$ cat config.mk
export PLATFORM = sky130hd
export DESIGN_NAME = riscv_data_arbiter
export DESIGN_NICKNAME = d
export VERILOG_FILES = /design/src/rtl/riscv_data_arbiter.sv
export SDC_FILE = /design/constraint.sdc
export NUM_CORES = 1
export LEC_CHECK = 0
export BUFFER_PORTS_ARGS = -buffer_cell sky130_fd_sc_hd__buf_2
export CORE_AREA = 2 2 122 124
export DETAILED_ROUTE_END_ITERATION = 8
export DIE_AREA = 0 0 124 126
export HOLD_SLACK_MARGIN = 0.03
export SLEW_MARGIN = 20
export SYNTH_ARGS = -nofsm -noshare
export SYNTH_HDL_FRONTEND = slang
export SYNTH_SLANG_ARGS = --single-unit
$ cat constraint.sdc
create_clock -name clk_i -period 2.33 [get_ports clk_i]
set_input_delay 0.466 -clock clk_i [delete_from_list [all_inputs] [get_ports clk_i]]
set_output_delay 0.466 -clock clk_i [all_outputs]
set_load 0.01 [all_outputs]
$ cat src/rtl/riscv_data_arbiter.sv
// rtl/riscv_data_arbiter.sv - two-master round-robin arbiter for the data-memory port
// Latches the winner's request and holds the grant until ext_mem completes or the timeout fires.
module riscv_data_arbiter #(
    parameter int TIMEOUT_CYCLES = 64,
    parameter int CNT_W          = 8
) (
    input  logic        clk_i,
    input  logic        rst_i,
    input  logic        m0_req_i,
    input  logic        m0_we_i,
    input  logic [3:0]  m0_be_i,
    input  logic [31:0] m0_addr_i,
    input  logic [31:0] m0_wd_i,
    output logic [31:0] m0_rd_o,
    output logic        m0_ready_o,
    output logic        m0_err_o,
    input  logic        m1_req_i,
    input  logic        m1_we_i,
    input  logic [3:0]  m1_be_i,
    input  logic [31:0] m1_addr_i,
    input  logic [31:0] m1_wd_i,
    output logic [31:0] m1_rd_o,
    output logic        m1_ready_o,
    output logic        m1_err_o,
    output logic        mem_req_o,
    output logic        mem_we_o,
    output logic [3:0]  mem_be_o,
    output logic [31:0] mem_addr_o,
    output logic [31:0] mem_wd_o,
    input  logic [31:0] mem_rd_i,
    input  logic        mem_ready_i
);

    typedef enum logic {IDLE = 1'b0, BUSY = 1'b1} state_t;

    localparam logic [CNT_W-1:0] CNT_LAST = CNT_W'((TIMEOUT_CYCLES > 0) ? TIMEOUT_CYCLES - 1 : 0);

    state_t            state, state_nxt;
    logic              grant, last_grant, winner, any_req;
    logic              timeout_hit, complete;
    logic [CNT_W-1:0]  cnt;
    logic              lat_we;
    logic [3:0]        lat_be;
    logic [31:0]       lat_addr, lat_wd;

    // A lone requester wins; on a tie the master that did not go last wins.
    always_comb begin
        any_req = m0_req_i | m1_req_i;
        if (m0_req_i && m1_req_i) winner = ~last_grant;
        else                      winner = m1_req_i;
    end

    // Normal completion takes priority over a coincident timeout.
    assign timeout_hit = (TIMEOUT_CYCLES != 0) && (cnt == CNT_LAST) && !mem_ready_i;
    assign complete    = (state == BUSY) && !rst_i && (mem_ready_i || timeout_hit);

    always_ff @(posedge clk_i) begin
        if (rst_i) begin
            state      <= IDLE;
            grant      <= 1'b0;
            last_grant <= 1'b1;
            cnt        <= '0;
            lat_we     <= 1'b0;
            lat_be     <= '0;
            lat_addr   <= '0;
            lat_wd     <= '0;
        end else begin
            state <= state_nxt;
            if (state == IDLE) begin
                if (any_req) begin
                    grant    <= winner;
                    cnt      <= '0;
                    lat_we   <= winner ? m1_we_i   : m0_we_i;
                    lat_be   <= winner ? m1_be_i   : m0_be_i;
                    lat_addr <= winner ? m1_addr_i : m0_addr_i;
                    lat_wd   <= winner ? m1_wd_i   : m0_wd_i;
                end
            end else if (complete) begin
                last_grant <= grant;
            end else begin
                cnt <= cnt + CNT_W'(1);
            end
        end
    end

    // Outputs are gated by rst_i so a reset in BUSY never leaks a request or completion.
    always_comb begin
        state_nxt  = state;
        mem_req_o  = 1'b0;
        mem_we_o   = 1'b0;
        mem_be_o   = '0;
        mem_addr_o = '0;
        mem_wd_o   = '0;
        m0_ready_o = 1'b0;
        m0_err_o   = 1'b0;
        m0_rd_o    = '0;
        m1_ready_o = 1'b0;
        m1_err_o   = 1'b0;
        m1_rd_o    = '0;
        case (state)
            IDLE: begin
                if (any_req) state_nxt = BUSY;
            end
            BUSY: begin
                if (!rst_i) begin
                    mem_req_o  = 1'b1;
                    mem_we_o   = lat_we;
                    mem_be_o   = lat_be;
                    mem_addr_o = lat_addr;
                    mem_wd_o   = lat_wd;
                    if (complete) begin
                        state_nxt = IDLE;
                        if (grant) begin
                            m1_ready_o = 1'b1;
                            m1_err_o   = !mem_ready_i;
                            m1_rd_o    = mem_ready_i ? mem_rd_i : 32'h0;
                        end else begin
                            m0_ready_o = 1'b1;
                            m0_err_o   = !mem_ready_i;
                            m0_rd_o    = mem_ready_i ? mem_rd_i : 32'h0;
                        end
                    end
                end
            end
            default: state_nxt = IDLE;
        endcase
    end

endmodule

# Yosys cells after proc, flatten, opt, wreduce, memory -nomap -nowiden
# Cells that the tools add are included.
[word_totals]
regBits = 80
output_inout_bits = 138
inputBits = 175
[classes]
add_sub_neg = 1
n_bitwise = 3
n_mux = 46
n_reduce_logical = 11
eq_ne = 2
[ops]
columns = ["operator", "n"]
rows = [
  ["32-bit two-way mux", 15],
  ["1-bit two-way mux", 24],
  ["8-bit two-way mux", 3],
  ["4-bit two-way mux", 3],
  ["8-bit by 1-bit adder with 8-bit output (second input constant)", 1],
  ["8-bit by 6-bit == test with 1-bit output (second input constant)", 1],
  ["2-bit AND reduction", 3],
  ["1-bit logical AND", 4],
  ["1-bit zero test", 2],
  ["2-bit != test (second input constant)", 1],
  ["1-bit NOT", 2],
  ["1-bit one-hot mux with 2 select lines", 1],
  ["2-bit nonzero test", 1],
  ["1-bit logical OR", 1],
  ["1-bit OR", 1],
]

# Depth between registers and ports, before layout
# Gate-level depths: netlist of the first run.
[logic_depth]
depth_word = 7
depth_mapped = 7

# Least setup slack after synthesis of the first run
# OpenSTA, ideal clock, no wires.
[synth_path]
path_kind = "reg2out"
from = "reg cnt[0]"
to = "out m0_rd_o[10]"
stages_incl_launch_ff = 8
path_slack_ps = 16
n_path_buf = 2
arrival_ps = 1848
path_cell_list = "dfxtp_1 -> ha_1 -> nand3_2 -> o41a_1 -> or3_1 -> buf_2 -> buf_6 -> nor2_1"
[synth_via]
elab_chain_cells = 7
[synth_rtl]
columns = ["item", "line_no", "text"]
rows = [
  ["start: declaration", "41", "logic [CNT_W-1:0] cnt;"],
  ["start signal: assignment", "81", "cnt <= cnt + CNT_W'(1);"],
  ["8-bit by 6-bit == test with 1-bit output", "54", "assign timeout_hit = (TIMEOUT_CYCLES != 0) && (cnt == CNT_LAST) && !mem_ready_i;"],
  ["1-bit logical AND", "54", ""],
  ["1-bit logical OR", "55", "assign complete = (state == BUSY) && !rst_i && (mem_ready_i || timeout_hit);"],
  ["1-bit logical AND", "55", ""],
  ["32-bit two-way mux", "111", "if (complete) begin"],
  ["32-bit two-way mux", "105", "if (!rst_i) begin"],
  ["32-bit two-way mux", "100", "case (state)"],
  ["end: declaration", "14", "output logic [31:0] m0_rd_o,"],
]
# No other way between the ends.

# Worst setup path after layout of the first run
[layout_path]
from = "reg cnt[0]"
to = "out m0_rd_o[5]"
# The elaborated chain is that of the path after synthesis.

==> results.cfg, run 1 <==
[cts]
path_clk_slew_ns = 0.06
clk_latency_ns = 0.34
cts_tree = built
hold_buffers = 0
cts_root_buffer = clkbuf_16
cts_buffers = 9
cts.sinks = 80
clockBufferDepth = 2
h-tree-depth = 3

[grt]
grt_pass1_vias = 4420
antenna_found_initial = 2
track_usage_pct = 18.25
grt_start_max_net_pins = 139
grt_pass1_wl_um = 22070
gr-total-overflow = 0

[power]
powerDensity_nw_per_um2 = 545.4
power_mw = 3.874
p_leak_nw = 3.469
combinationalPowerShare_pct = 20.7
clock_power_share_pct = 39.3
switching_share_pct = 26.95
p_int_mw = 2.830
ir_worst_vdd_v = 0.0002759
p_sw_mw = 1.044
p_seq_share_pct = 40.0

[setup_path]
start_kind = flop
cp.required_ns = 1.86
cp-end-kind = output pin
crit_chain = ha_4 > nand3_4 > o41a_1 > or3_4 > clkbuf_16 > nor2_4 > buf_6
crit_path_top_delay_cell = or3_4
crit_path_max_fanout = 8
slowest_delay_ns = 0.43
r2r_cells = 8
r2r_slack_ns = 0.16
criticalPathCategory = reg -> out
arrival_ns = 2.16
worstReg2RegStart = cnt[0]
crit_start = cnt[0]
rr_endpoint = cnt[7]

[synth]
ys_ff_latch = 80
ys_seq_area_share_pct = 36.00
syn_area_um2 = 4449
avgSynthCellArea_um2 = 7.931
ys_warn_count = 0
synth_nets = 737
synth_cell_types = 37
synthCells = 561

[min_path]
hp-start = m0_addr_i[10]
hold_end = lat_addr[10]
hold_class = in -> reg
whs_path_depth = 3

[timing]
fin_crit_sh_pct = 112.5
finalSetupTns_ns = -13.13
max-slew-margin-rel_pct = 44.06
worst_slew_pin_slew_ns = 0.8392
rsz0062_at_grt = yes
worst_slack_ns = -0.2918
timing.fmax_mhz = 381.4
slew_violations = 0
finalCriticalPeriod_ns = 2.622
setup_viol = 68
fin_skew_ns = 0.006636
hold_viol = 0

[place]
globalplace.congestion = 0.8731
io_buffers = 312
hpwlAfterDp_um = 10870

[detailed_routing]
drt-total-wl_um = 15900
drc = 0
vias_per_cell = 4.779
drt_first_pass_iters = 4
drt_iter0_drc = 205
ant_nets = 0
wl_per_cell_um = 15.07
vias = 5042

[floorplan]
die_h_um = 126
num_rows = 44
ios = 313
die_w_um = 124
start_util_pct = 31.08
core_area_um2 = 14310
die_area_um2 = 15620

[cells_and_area]
fin_nets = 1040
area_growth_pct = 59.67
drive_gt1_share_pct = 48.56

[run]
cap_violations = 0

[status]
run_status = finished, violations left
violations = negative setup slack
-- flip-flops by register name (all words and copies together), names as in the netlist --
register	count
lat_addr	32
lat_wd	32
cnt	8
lat_be	4
grant	1
last_grant	1
lat_we	1
state	1
-- layout make-up --
class	count	area, µm²
Multi-Input combinational cell	426	2880
Sequential cell	80	1605
Tap cell	184	230.2
Fill cell	1435	7209
Inverter	5	18.77
Clock inverter	6	82.58
Timing Repair Buffer	342	2043
Clock buffer	10	239.0
Antenna cell	2	5.005
-- repair_timing --
item / in CTS / in global routing
endpoints found under the hold margin: 0 / 0
pin swaps: 3 / 10
resized for setup: 16 / 82
cloned: 2 / 5
setup endpoints to repair: 68 / 68
buffers inserted: 3 / 3
-- layout by cell type, fill, tap and decap left out, types with 2 or more instances in the layout --
| cell type | count |
|---|---|
| dfxtp_2 | 3 |
| nor3_1 | 6 |
| nor2_4 | 15 |
| buf_4 | 18 |
| o21ai_0 | 4 |
| nor2_1 | 90 |
| dfxtp_1 | 77 |
| buf_6 | 17 |
| nand2_1 | 34 |
| buf_12 | 5 |
| a221o_1 | 2 |
| bufinv_16 | 2 |
| inv_1 | 3 |
| diode_2 | 2 |
| clkinv_2 | 3 |
| mux2i_1 | 69 |
| and2_1 | 69 |
| nand3_4 | 2 |
| a21oi_1 | 2 |
| buf_16 | 2 |
| a211oi_1 | 72 |
| nand4b_1 | 2 |
| buf_2 | 297 |
| clkbuf_16 | 12 |
| nor4_1 | 3 |
| nor2_2 | 37 |
-- logic make-up after synthesis --
logic type / synth area share, %
compound gates: 14.99
fa+ha+maj: 0.2812
buf+inv: 5.455
flops: 36.00
mux: 15.78
simple gates: 27.50
-- synthesized netlist by cell type --
library cell,count,area share [%]
nand4_1,1,0.14
o21ai_0,4,0.45
a211oi_1,72,12
a22o_1,1,0.20
inv_1,4,0.34
o2bb2ai_1,1,0.20
nand2_1,35,3.0
nor4_1,3,0.42
clkbuf_1,32,2.7
nand3_1,2,0.22
buf_6,3,0.76
mux2_2,1,0.25
nand4b_1,2,0.39
nand3_2,1,0.22
nor2b_1,1,0.14
o31a_1,1,0.20
nor3_1,6,0.67
a31oi_1,1,0.14
o41ai_1,1,0.20
nand2b_1,1,0.14
and2_1,69,9.7
o41a_1,1,0.25
nor2_1,142,12
and4b_1,1,0.22
dfxtp_1,80,36
a21oi_1,2,0.22
a21boi_0,1,0.17
o311ai_0,1,0.20
and3_1,1,0.14
ha_1,1,0.28
a221o_1,2,0.45
buf_1,4,0.34
clkinv_1,1,0.084
mux2i_1,69,16
or3_1,1,0.14
buf_2,11,1.2
a22oi_1,1,0.17
-- metal layers --
metal | routed length [µm] | global-route usage, % | up-vias
met5 | 0 | 0 | -
met4 | 441 | 7.733 | 0
met3 | 1148 | 4.121 | 32
met2 | 8281 | 33.68 | 220
met1 | 6032 | 19.63 | 2240
li1 | - | - | 2550
-- how the worst max path moves through the flow --
stage / cells after the start / to / slack, ns
final: 7 / m0_rd_o[5] / -0.29
after global routing: 7 / m0_rd_o[8] / -0.34
after CTS: 7 / m0_rd_o[4] / -0.27
after detailed placement: 7 / m0_rd_o[4] / 0.01
after global placement: 7 / m0_rd_o[26] / 0.07
after floorplan: 7 / m0_rd_o[10] / 0.02
-- per-stage QoR --
| step | setup slack [ns] | utilization, % | area [µm²] | cells | hold slack, ns |
|---|---|---|---|---|---|
| 2_1_floorplan | 0.01621 | - | 4449 | 561 | 0.4363 |
| 3_3_place_gp | 0.06610 | 43.41 | 6213 | 1024 | 0.4827 |
| 3_5_place_dp | 0.009923 | 43.41 | 6213 | 1024 | 0.4865 |
| 4_1_cts | -0.2703 | 46.57 | 6666 | 1045 | 0.4459 |
| 5_1_grt | -0.3412 | 49.63 | 7104 | 1055 | 0.4669 |
| 6_report | -0.2918 | 49.63 | 7104 | 1055 | 0.4585 |
-- power by group through the flow --
| stage | clock network, mW | logic (mW) | registers, mW |
|---|---|---|---|
| final | 1.52 | 0.801 | 1.55 |
| after global routing | 1.61 | 0.891 | 1.57 |
| after CTS | 1.57 | 0.768 | 1.55 |
| after floorplan | 0 | 0.453 | 1.56 |
| after detailed placement | 0 | 0.749 | 1.58 |
| after global placement | 0 | 0.745 | 1.58 |
-- critical path: cells and delay by family (launching register included) --
kind,cells,cell delay [ns]
simple gates,3,0.63
flops,1,0.36
compound gates,1,0.34
buf+inv,2,0.34
fa+ha+maj,1,0.15
(Power assumes the default switching activity.)
==> inputs of run 2 (changes only) <==
--- a/config.mk
+++ b/config.mk
@@ -5,7 +5,7 @@
 export SDC_FILE = /design/constraint.sdc
 export NUM_CORES = 1
 export LEC_CHECK = 0
-export BUFFER_PORTS_ARGS = -buffer_cell sky130_fd_sc_hd__buf_2
+export BUFFER_PORTS_ARGS = -buffer_cell sky130_fd_sc_hd__clkbuf_2
 export CORE_AREA = 2 2 122 124
 export DETAILED_ROUTE_END_ITERATION = 8
 export DIE_AREA = 0 0 124 126
==> results.cfg, run 2 (same netlist as run 1, synthesis figures left out) <==
[setup_path]
slowest_delay_ns = 0.47
crit_start = cnt[0]
arrival_ns = 2.17
crit_path_top_delay_cell = or3_4
crit_buf_inv = 2
start_kind = flop
path_delay_family = simple AND/OR/NAND/NOR gates
cp.required_ns = 1.86
cp-end-kind = output pin
criticalPathCategory = reg -> out
crit_path_max_fanout = 9
worstReg2RegStart = cnt[0]
crit_chain = ha_4 > nand3_2 > o41a_1 > or3_4 > buf_16 > nor2_1 > buf_2

[cts]
cts_root_buffer = clkbuf_16
cts_buffers = 9
path_clk_slew_ns = 0.06
cts.sinks = 80
hold_buffers = 0
clk_latency_ns = 0.34
cts_tree = built
clockBufferDepth = 2
h-tree-depth = 3

[detailed_routing]
drt-total-wl_um = 15290
drt_first_pass_iters = 4
drt_iter0_drc = 264
drc = 0
vias = 4928
vias_per_cell = 4.711
wl_per_cell_um = 14.62
ant_nets = 0

[timing]
finalSetupTns_ns = -11.32
worst_slack_ns = -0.3086
hold_viol = 0
fin_crit_sh_pct = 113.2
setup_viol = 68
finalCriticalPeriod_ns = 2.639
slew_violations = 0
fin_skew_ns = 0.005398
max-slew-margin-rel_pct = 43.75
rsz0062_at_grt = yes
worst_slew_pin_slew_ns = 0.8438
timing.fmax_mhz = 379.0

[floorplan]
die_h_um = 126
die_area_um2 = 15620
ios = 313
core_area_um2 = 14310
start_util_pct = 31.08
num_rows = 44
die_w_um = 124

[grt]
gr-total-overflow = 0
grt_start_max_net_pins = 139
grt_pass1_wl_um = 22040
antenna_found_initial = 0
grt_pass1_vias = 4415
track_usage_pct = 18.16

[power]
powerDensity_nw_per_um2 = 537.7
ir_worst_vdd_v = 0.0002731
p_sw_mw = 1.029
clock_power_share_pct = 36.9
combinationalPowerShare_pct = 21.4
switching_share_pct = 27.68
p_int_mw = 2.689
p_leak_nw = 3.390
p_seq_share_pct = 41.7

[cells_and_area]
final_cell_mix = clkbuf_2, nor2_1, dfxtp_1
final_area_um2 = 6915
largestRegisters = lat_addr: 32 flops, lat_wd: 32 flops, cnt: 8 flops
fill_cells = 1450
num_antenna_cells = 0
fin_nets = 1034
area_growth_pct = 55.43
utilization_pct = 48.31
final_common_cell = clkbuf_2
drive_gt1_share_pct = 45.36

[place]
hpwlAfterDp_um = 11060
globalplace.congestion = 0.8764
place_ws_ns = 0.01203
io_buffers = 312
postPlaceCellArea_um2 = 6246

[min_path]
hold_class = in -> reg
hp-start = m0_addr_i[21]

[run]
cap_violations = 0

[status]
run_status = finished, violations left
violations = negative setup slack
[run 2: cell types whose count changed in the layout (fill, tap and decap cells not counted), moves of 2 or more]
cell	change
clkbuf_2	+246
buf_2	-245
nor2_1	+24
nor2_2	-23
buf_4	-4
buf_6	-3
buf_12	+2
clkbuf_16	-2
diode_2	-2
nand3_2	+2
nand3_4	-2
[run 2: layout make-up]
cell class                      count  area [µm²]  area share, %
Tap cell                          184       230.2          3.329
Timing Repair Buffer              336        1974          28.55
Sequential cell                    80        1605          23.21
Clock inverter                      6       61.31         0.8866
Multi-Input combinational cell    426        2800          40.49
Clock buffer                        9       225.2          3.257
Inverter                            5       18.77         0.2714
[run 2: per-layer routing]
layer | vias up | global-route usage, % | share of wire (%)
met3 | 21 | 4.665 | 7.6
met5 | - | 0 | 0
met1 | 2177 | 19.63 | 38
met2 | 204 | 33.84 | 52
met4 | 0 | 5.948 | 2.5
li1 | 2526 | - | -
[run 2: what timing repair did]
action | in CTS | in global routing
endpoints found under the setup margin | 68 | 68
pin swaps | 10 | 5
gates resized for setup | 27 | 109
cloned | 2 | 1
buffers inserted | 2 | 1
[run 2: power by group through the flow]
stage,Sequential [mW],Clock [mW],Combinational [mW]
4_1_cts,1.55,1.41,0.784
6_report,1.55,1.37,0.796
2_1_floorplan,1.56,0,0.453
3_5_place_dp,1.58,0,0.761
5_1_grt,1.57,1.49,0.890
3_3_place_gp,1.58,0,0.754
[run 2: final timing paths]
path	slack, ns	depth (start not counted)	end
max	-0.31	7	m0_rd_o[31]
min	0.44	3	lat_addr[21]
max reg2reg	0.22	7	cnt[0]
min reg2reg	0.49	2	lat_addr[0]
[run 2: worst reg2reg max path: stages (launching register included)]
cell and delay [ns]:
dfxtp_2 0.35, ha_4 0.14, nand3_2 0.07, o41a_1 0.34
buf_4 0.14, buf_4 0.13, a211oi_1 0.61, mux2_2 0.27
[run 2: per-stage QoR]
stage                     hold WS, ns  power (mW)  instances
after global placement         0.4826       2.330       1025
final                          0.4417       3.719       1046
after global routing           0.4485       3.948       1046
after CTS                      0.4349       3.746       1044
after floorplan                0.4363       2.017        561
after detailed placement       0.4865       2.341       1025
